## src/rtl/lcd_ctrl_pkg.sv

```systemverilog
// Shared types and constants for the HD44780 LCD write controller.
// Optional feature macro: LCD_CTRL_LONG_EXEC_EN (long wait after clear/home).
package lcd_ctrl_pkg;

  typedef enum logic [2:0] {
    ST_IDLE,
    ST_SETUP,
    ST_PULSE,
    ST_HOLD,
    ST_WAIT
  } lcd_state_e;

  // Bit positions inside the core's LCD register
  localparam int unsigned LCD_ON_BIT   = 31;
  localparam int unsigned LCD_EN_BIT   = 10;
  localparam int unsigned LCD_RS_BIT   = 9;
  localparam int unsigned LCD_RW_BIT   = 8;
  localparam int unsigned LCD_DATA_MSB = 7;
  localparam int unsigned LCD_DATA_LSB = 0;

  typedef struct packed {
    logic       rs;
    logic [7:0] data;
  } lcd_entry_t;

  // Commands that need the long execution time on the panel
  localparam logic [7:0] LCD_CMD_CLEAR    = 8'h01;
  localparam logic [7:0] LCD_CMD_HOME     = 8'h02;
  localparam logic [7:0] LCD_CMD_HOME_ALT = 8'h03;

  function automatic int unsigned max_u(input int unsigned a, input int unsigned b);
    return (a > b) ? a : b;
  endfunction

  function automatic logic is_long_cmd(input lcd_entry_t e);
    return !e.rs && ((e.data == LCD_CMD_CLEAR) || (e.data == LCD_CMD_HOME) ||
                     (e.data == LCD_CMD_HOME_ALT));
  endfunction

endpackage

```

## src/rtl/lcd_cmd_fifo.sv

```systemverilog
// Synchronous command FIFO; a push into a full FIFO is still accepted when
// a pop happens in the same cycle.
module lcd_cmd_fifo
  import lcd_ctrl_pkg::*;
#(
  parameter int unsigned FIFO_DEPTH = 8
) (
  input  logic                          i_clk,
  input  logic                          i_reset,
  input  logic                          i_push,
  input  lcd_entry_t                    i_push_data,
  input  logic                          i_pop,
  output lcd_entry_t                    o_pop_data,
  output logic                          o_push_ok,
  output logic                          o_full,
  output logic                          o_empty,
  output logic [$clog2(FIFO_DEPTH):0]   o_count
);

  localparam int unsigned AW = $clog2(FIFO_DEPTH);
  localparam int unsigned CW = AW + 1;

  lcd_entry_t      mem_q [FIFO_DEPTH];
  lcd_entry_t      mem_d [FIFO_DEPTH];
  logic [AW-1:0]   wr_ptr_q, wr_ptr_d;
  logic [AW-1:0]   rd_ptr_q, rd_ptr_d;
  logic [CW-1:0]   count_q, count_d;
  logic            do_pop;

  assign o_full     = (count_q == CW'(FIFO_DEPTH));
  assign o_empty    = (count_q == '0);
  assign do_pop     = i_pop & ~o_empty;
  assign o_push_ok  = i_push & (~o_full | do_pop);
  assign o_pop_data = mem_q[rd_ptr_q];
  assign o_count    = count_q;

  // Next pointers, count and storage; pointers wrap naturally at power-of-two depth
  always_comb begin
    mem_d    = mem_q;
    wr_ptr_d = wr_ptr_q;
    rd_ptr_d = rd_ptr_q;
    if (o_push_ok) begin
      mem_d[wr_ptr_q] = i_push_data;
      wr_ptr_d        = wr_ptr_q + 1'b1;
    end
    if (do_pop) begin
      rd_ptr_d = rd_ptr_q + 1'b1;
    end
    count_d = count_q + CW'(o_push_ok) - CW'(do_pop);
  end

  // Pointer and count registers
  always_ff @(posedge i_clk) begin
    if (i_reset) begin
      wr_ptr_q <= '0;
      rd_ptr_q <= '0;
      count_q  <= '0;
    end else begin
      wr_ptr_q <= wr_ptr_d;
      rd_ptr_q <= rd_ptr_d;
      count_q  <= count_d;
    end
  end

  // Entry storage, no reset needed
  always_ff @(posedge i_clk) begin
    mem_q <= mem_d;
  end

endmodule

```

## src/rtl/lcd_ctrl.sv

```systemverilog
// LCD write controller: captures EN edges of the core's LCD register into a
// FIFO and replays each write with setup/pulse/hold/exec timing.
// Optional feature macro: LCD_CTRL_LONG_EXEC_EN.
module lcd_ctrl
  import lcd_ctrl_pkg::*;
#(
  parameter int unsigned FIFO_DEPTH  = 8,
  parameter int unsigned T_SETUP     = 3,
  parameter int unsigned T_PULSE     = 12,
  parameter int unsigned T_HOLD      = 3,
  parameter int unsigned T_EXEC      = 2000,
  parameter int unsigned T_EXEC_LONG = 80000
) (
  input  logic        i_clk,
  input  logic        i_reset,
  input  logic [31:0] i_io_lcd,
  output logic        o_lcd_on,
  output logic        o_lcd_en,
  output logic        o_lcd_rs,
  output logic        o_lcd_rw,
  output logic [7:0]  o_lcd_data,
  output logic        o_busy,
  output logic        o_overflow
);

  localparam int unsigned T_MAX = max_u(max_u(max_u(T_SETUP, T_PULSE), max_u(T_HOLD, T_EXEC)),
                                        T_EXEC_LONG);
  localparam int unsigned CW = $clog2(T_MAX) + 1;
  localparam int unsigned QW = $clog2(FIFO_DEPTH) + 1;

  lcd_state_e  state_q, state_d;
  logic [CW-1:0] cnt_q, cnt_d;
  logic [CW-1:0] exec_load;
  logic        en_prev_q, en_prev_d;
  logic        on_q, on_d;
  logic        lcd_en_q, lcd_en_d;
  logic        rs_q, rs_d;
  logic [7:0]  data_q, data_d;
  logic        overflow_q, overflow_d;
  logic        push_req, push_ok, pop;
  logic        fifo_full, fifo_empty;
  logic [QW-1:0] fifo_count;
  lcd_entry_t  push_entry, pop_entry;
  logic        unused_bits;

  assign push_req        = i_io_lcd[LCD_EN_BIT] & ~en_prev_q & ~i_io_lcd[LCD_RW_BIT];
  assign push_entry.rs   = i_io_lcd[LCD_RS_BIT];
  assign push_entry.data = i_io_lcd[LCD_DATA_MSB:LCD_DATA_LSB];
  assign unused_bits     = ^{i_io_lcd[30:11], fifo_full, fifo_count};

  lcd_cmd_fifo #(
    .FIFO_DEPTH (FIFO_DEPTH)
  ) u_fifo (
    .i_clk       (i_clk),
    .i_reset     (i_reset),
    .i_push      (push_req),
    .i_push_data (push_entry),
    .i_pop       (pop),
    .o_pop_data  (pop_entry),
    .o_push_ok   (push_ok),
    .o_full      (fifo_full),
    .o_empty     (fifo_empty),
    .o_count     (fifo_count)
  );

`ifdef LCD_CTRL_LONG_EXEC_EN
  logic long_q, long_d;
  assign exec_load = long_q ? CW'(T_EXEC_LONG - 1) : CW'(T_EXEC - 1);

  // Remember whether the in-flight command needs the long execution wait
  always_comb begin
    long_d = long_q;
    if (pop) long_d = is_long_cmd(pop_entry);
  end

  // Long-wait flag register
  always_ff @(posedge i_clk) begin
    if (i_reset) long_q <= 1'b0;
    else         long_q <= long_d;
  end
`else
  assign exec_load = CW'(T_EXEC - 1);
`endif

  // State, counter and output registers
  always_ff @(posedge i_clk) begin
    if (i_reset) begin
      state_q    <= ST_IDLE;
      cnt_q      <= '0;
      en_prev_q  <= 1'b0;
      on_q       <= 1'b0;
      lcd_en_q   <= 1'b0;
      rs_q       <= 1'b0;
      data_q     <= '0;
      overflow_q <= 1'b0;
    end else begin
      state_q    <= state_d;
      cnt_q      <= cnt_d;
      en_prev_q  <= en_prev_d;
      on_q       <= on_d;
      lcd_en_q   <= lcd_en_d;
      rs_q       <= rs_d;
      data_q     <= data_d;
      overflow_q <= overflow_d;
    end
  end

  // Next-state and down-counter; the counter is reloaded on every state entry
  always_comb begin
    state_d = state_q;
    cnt_d   = cnt_q;
    pop     = 1'b0;
    unique case (state_q)
      ST_IDLE: begin
        if (!fifo_empty) begin
          pop     = 1'b1;
          state_d = ST_SETUP;
          cnt_d   = CW'(T_SETUP - 1);
        end
      end
      ST_SETUP: begin
        if (cnt_q == '0) begin
          state_d = ST_PULSE;
          cnt_d   = CW'(T_PULSE - 1);
        end else cnt_d = cnt_q - 1'b1;
      end
      ST_PULSE: begin
        if (cnt_q == '0) begin
          state_d = ST_HOLD;
          cnt_d   = CW'(T_HOLD - 1);
        end else cnt_d = cnt_q - 1'b1;
      end
      ST_HOLD: begin
        if (cnt_q == '0) begin
          state_d = ST_WAIT;
          cnt_d   = exec_load;
        end else cnt_d = cnt_q - 1'b1;
      end
      ST_WAIT: begin
        if (cnt_q == '0) begin
          state_d = ST_IDLE;
          cnt_d   = '0;
        end else cnt_d = cnt_q - 1'b1;
      end
      default: begin
        state_d = ST_IDLE;
        cnt_d   = '0;
      end
    endcase
  end

  // Outputs: enable follows the next state so it is glitch-free from a flop
  always_comb begin
    lcd_en_d   = (state_d == ST_PULSE);
    rs_d       = pop ? pop_entry.rs   : rs_q;
    data_d     = pop ? pop_entry.data : data_q;
    en_prev_d  = i_io_lcd[LCD_EN_BIT];
    on_d       = i_io_lcd[LCD_ON_BIT];
    overflow_d = overflow_q | (push_req & ~push_ok);
  end

  assign o_lcd_on   = on_q;
  assign o_lcd_en   = lcd_en_q;
  assign o_lcd_rs   = rs_q;
  assign o_lcd_rw   = 1'b0;
  assign o_lcd_data = data_q;
  assign o_busy     = ~fifo_empty | (state_q != ST_IDLE);
  assign o_overflow = overflow_q;

endmodule

```

## config.mk

```make
export PLATFORM = sky130hd
export DESIGN_NAME = lcd_ctrl
export DESIGN_NICKNAME = d
export VERILOG_FILES = /design/src/rtl/lcd_ctrl_pkg.sv /design/src/rtl/lcd_cmd_fifo.sv /design/src/rtl/lcd_ctrl.sv
export SDC_FILE = /design/constraint.sdc
export NUM_CORES = 1
export LEC_CHECK = 0
export CAP_MARGIN = 20
export CORE_MARGIN = 4
export CORE_UTILIZATION = 40
export DETAILED_ROUTE_END_ITERATION = 8
export GPL_TIMING_DRIVEN = 1
export SLEW_MARGIN = 20
export SYNTH_ARGS = -nofsm -noshare
export SYNTH_HDL_FRONTEND = slang
export SYNTH_SLANG_ARGS = --single-unit
export TNS_END_PERCENT = 30
```

## constraint.sdc

```tcl
create_clock -name i_clk -period 2.4 [get_ports i_clk]
set_input_delay 0.48 -clock i_clk [delete_from_list [all_inputs] [get_ports i_clk]]
set_output_delay 0.48 -clock i_clk [all_outputs]
set_load 0.05 [all_outputs]
```

==> run summary, run 1 <==
Most common cell after layout, fill and taps aside: edfxtp_1
Fmax: 465 MHz
Max incr delay on CP: 0.38 ns
Hold Path Class: flop to flop
# nets final: 467
Die Area: 14000 µm²
CP Max Fanout: 9
Synth cell types: 53
Vias per cell: 5.25
Routed wire per std cell: 16.8 µm
Fillers: 1046
Worst relative slew slack: 52.4%
CP cell instances: nor3_2 -> nand2_1 -> inv_1 -> ha_1 -> inv_1 -> ha_1 -> a21o_1 -> a21oi_1 -> xnor2_1 -> nor2_1
Tmin final: 2.15 ns
HP Start: cnt_q[16]
Worst path bufs/invs: 2
IO Port Bufs: 26
Starting density of the core: 40.8%
Post-CTS setup buffer count: 0
Critical path startpoint category: flop
Largest net degree at the start of global routing: 31
Max-cap violations: 0
Setup violators final: 0
Sequential Area: 3040 µm²
Die Height: 118 µm
Slew of the pin with the lowest slew margin: 0.713 ns
Hold buffer count at CTS: 0
Post-Syn Area: 4880 µm²
Synthesized Nets: 412
# DRC: 0
Pwr Total: 7.92 mW
CTS tree: yes
Commonest non-fill, non-tap cells in the layout: edfxtp_1 (72), dfxtp_1 (44), nor2_1 (35), buf_4 (29), clkdlybuf4s50_1 (25)
Die X: 118 µm
Mean Syn Cell Area: 13.3 µm²
Site Rows: 40
Yosys Warn Count: 0
DP Area: 5480 µm²
Final Hold Fails: 0
Placer Congestion: 0.832
CP Class: flop to flop
1st-iter DRT viols: 238
CTS-repair resized insts: 0
Fin crit share: 89.6%
Final wirelength: 9.78 mm
VDD IR-drop max: 502 µV
Pleak: 2.13 nW
GRT Overall Usage: 14.9%
Share of cells above drive strength 1: 20.2%
Pwr Density: 1320 nW/µm²
Ys async rst share: 0%
Diode count: 0
Number of global-route vias before repair: 2993
Final design utilization: 50.2%
TritonCTS sink count: 116
Post-Layout Inst Area: 6010 µm²
Gr ovfl total: 0
Crit path depth: 10
Num CTS Buffers: 17
Core Region: 12000 µm²
Sequential area share after synthesis: 62.3%
I/O pins: 48
Count of flip-flops with a built-in enable after synthesis: 72
CP arrival: 2.44 ns
CTS clock-pin slew for the worst setup and hold paths: 0.05 ns
Seq cells post-synth: 116
Reg2Reg Depth: 10
WHS Path Cells: 1
Critical Path Sink Type: flop
ANT nets after route: 0
Worst EP required: 2.69 ns
Crit. Startpoint: state_q[0]
Drt first pass iters: 4
Post-Synthesis Cells: 367
Top delay family on crit path: simple AND/OR/NAND/NOR gates
Crit-path slowest cell: dfxtp_1
CTS max path bufs: 2
Run status: finished, final reports clean
Final Max Slew Viols: 0
Setup TNS Final: 0 ns
R2r startpoint: state_q[0]
H-tree depth: 4
RSZ-0062 raised after global routing: no
Initial antenna violation count: 0
Via count: 3056
First-pass GRT wire length: 16.0 mm
Root Driver: clkbuf_16
Final Skew: 0.00622 ns
Area grow syn2layout: 23.0%
DP HPWL: 6.52 mm
Post-synth top flop: edfxtp_1
Worst skew pair latency: 0.41 ns
Multi-input gate area: 1690 µm²
==> synth_stat cells, types with 2 or more instances <==
cell	instances	area share [%]
edfxtp_1	72	44
dfxtp_1	44	18
nor2_1	35	2.7
inv_1	19	1.5
mux4_2	18	8.3
a21oi_1	15	1.5
nand2_1	12	0.92
mux2i_1	11	2.3
clkbuf_1	10	0.77
ha_1	10	2.6
nor3_1	10	1.0
a211oi_1	9	1.4
nand3_1	9	0.92
o21ai_0	8	0.82
buf_2	6	0.62
xor2_1	6	1.1
nand2b_1	5	0.64
o21ai_1	5	0.51
or3_1	5	0.64
xnor2_1	5	0.90
a21o_1	4	0.62
a22o_1	4	0.72
nor2b_1	4	0.51
nor4_1	4	0.51
nand4_1	3	0.38
o2bb2ai_1	3	0.54
and2_1	2	0.26
and3_1	2	0.26
buf_1	2	0.15
or4_4	2	0.46
==> worst paths after layout <==
check / end / slack (ns)
worst max-delay path: u_fifo.o_count[3] / 0.25
worst min-delay path: cnt_q[16] / 0.46
worst max register to register: u_fifo.o_count[3] / 0.25
worst min register to register: cnt_q[16] / 0.46
==> metal layers <==
layer	GRT usage (%)	share of wire, %	up-vias
li1	-	-	1489
met2	24.2	50	64
met3	5.12	4.7	13
met1	18.6	44	1490
met5	0	0	-
met4	5.43	1.1	0
==> where the power goes <==
| part | internal (mW) | switching (mW) |
|---|---|---|
| sequential | 2.36 | 0.226 |
| clock | 1.34 | 0.907 |
| combinational | 1.34 | 1.75 |
==> per-stage QoR <==
stage	hold slack, ns	worst slack, ns	std cells
after detailed placement	0.459	-0.0210	550
after global placement	0.454	-0.0288	550
after floorplan	0.440	-0.0719	367
after global routing	0.482	0.0646	582
final	0.462	0.250	582
after CTS	0.467	0.232	582
==> registers in the layout, summed over array words and instances, names as in the netlist <==
| register | cells |
|---|---|
| state_q | 3 |
| u_fifo.wr_ptr_q | 3 |
| o_overflow | 1 |
| o_lcd_rs | 1 |
| u_fifo.rd_ptr_q | 3 |
| en_prev_q | 1 |
| o_lcd_data | 8 |
| o_lcd_en | 1 |
| o_lcd_on | 1 |
| u_fifo.o_count | 4 |
| cnt_q | 18 |
| u_fifo.mem_q | 72 |
==> area by class of cell <==
cell class,instances,share of cell area (%)
Inverter,20,1.25
Tap cell,147,3.06
Sequential cell,116,50.7
Clock buffer,20,7.44
Timing Repair Buffer,55,8.13
Multi-Input combinational cell,212,28.1
Clock inverter,12,1.38
==> cells by family (layout without fill, tap and decap cells) <==
kind of cell    Yosys count  count (layout)  synth area share (%)
buf+inv                  39             107                  3.23
other cells               1               1                0.0768
mux                      29              29                  10.6
xor+xnor                 11              11                  1.97
simple gates            103             103                  11.3
fa+ha+maj                11              11                  2.97
flops                   116             116                  62.3
compound gates           57              57                  7.61
Power figures use the tool's default switching activity.
==> run 2: changes to the inputs <==
Settings changed: SETUP_SLACK_MARGIN set to 0.05.
==> results of run 2 <==
Same layout as run 1: the final DEF is identical, and so are final timing and power.
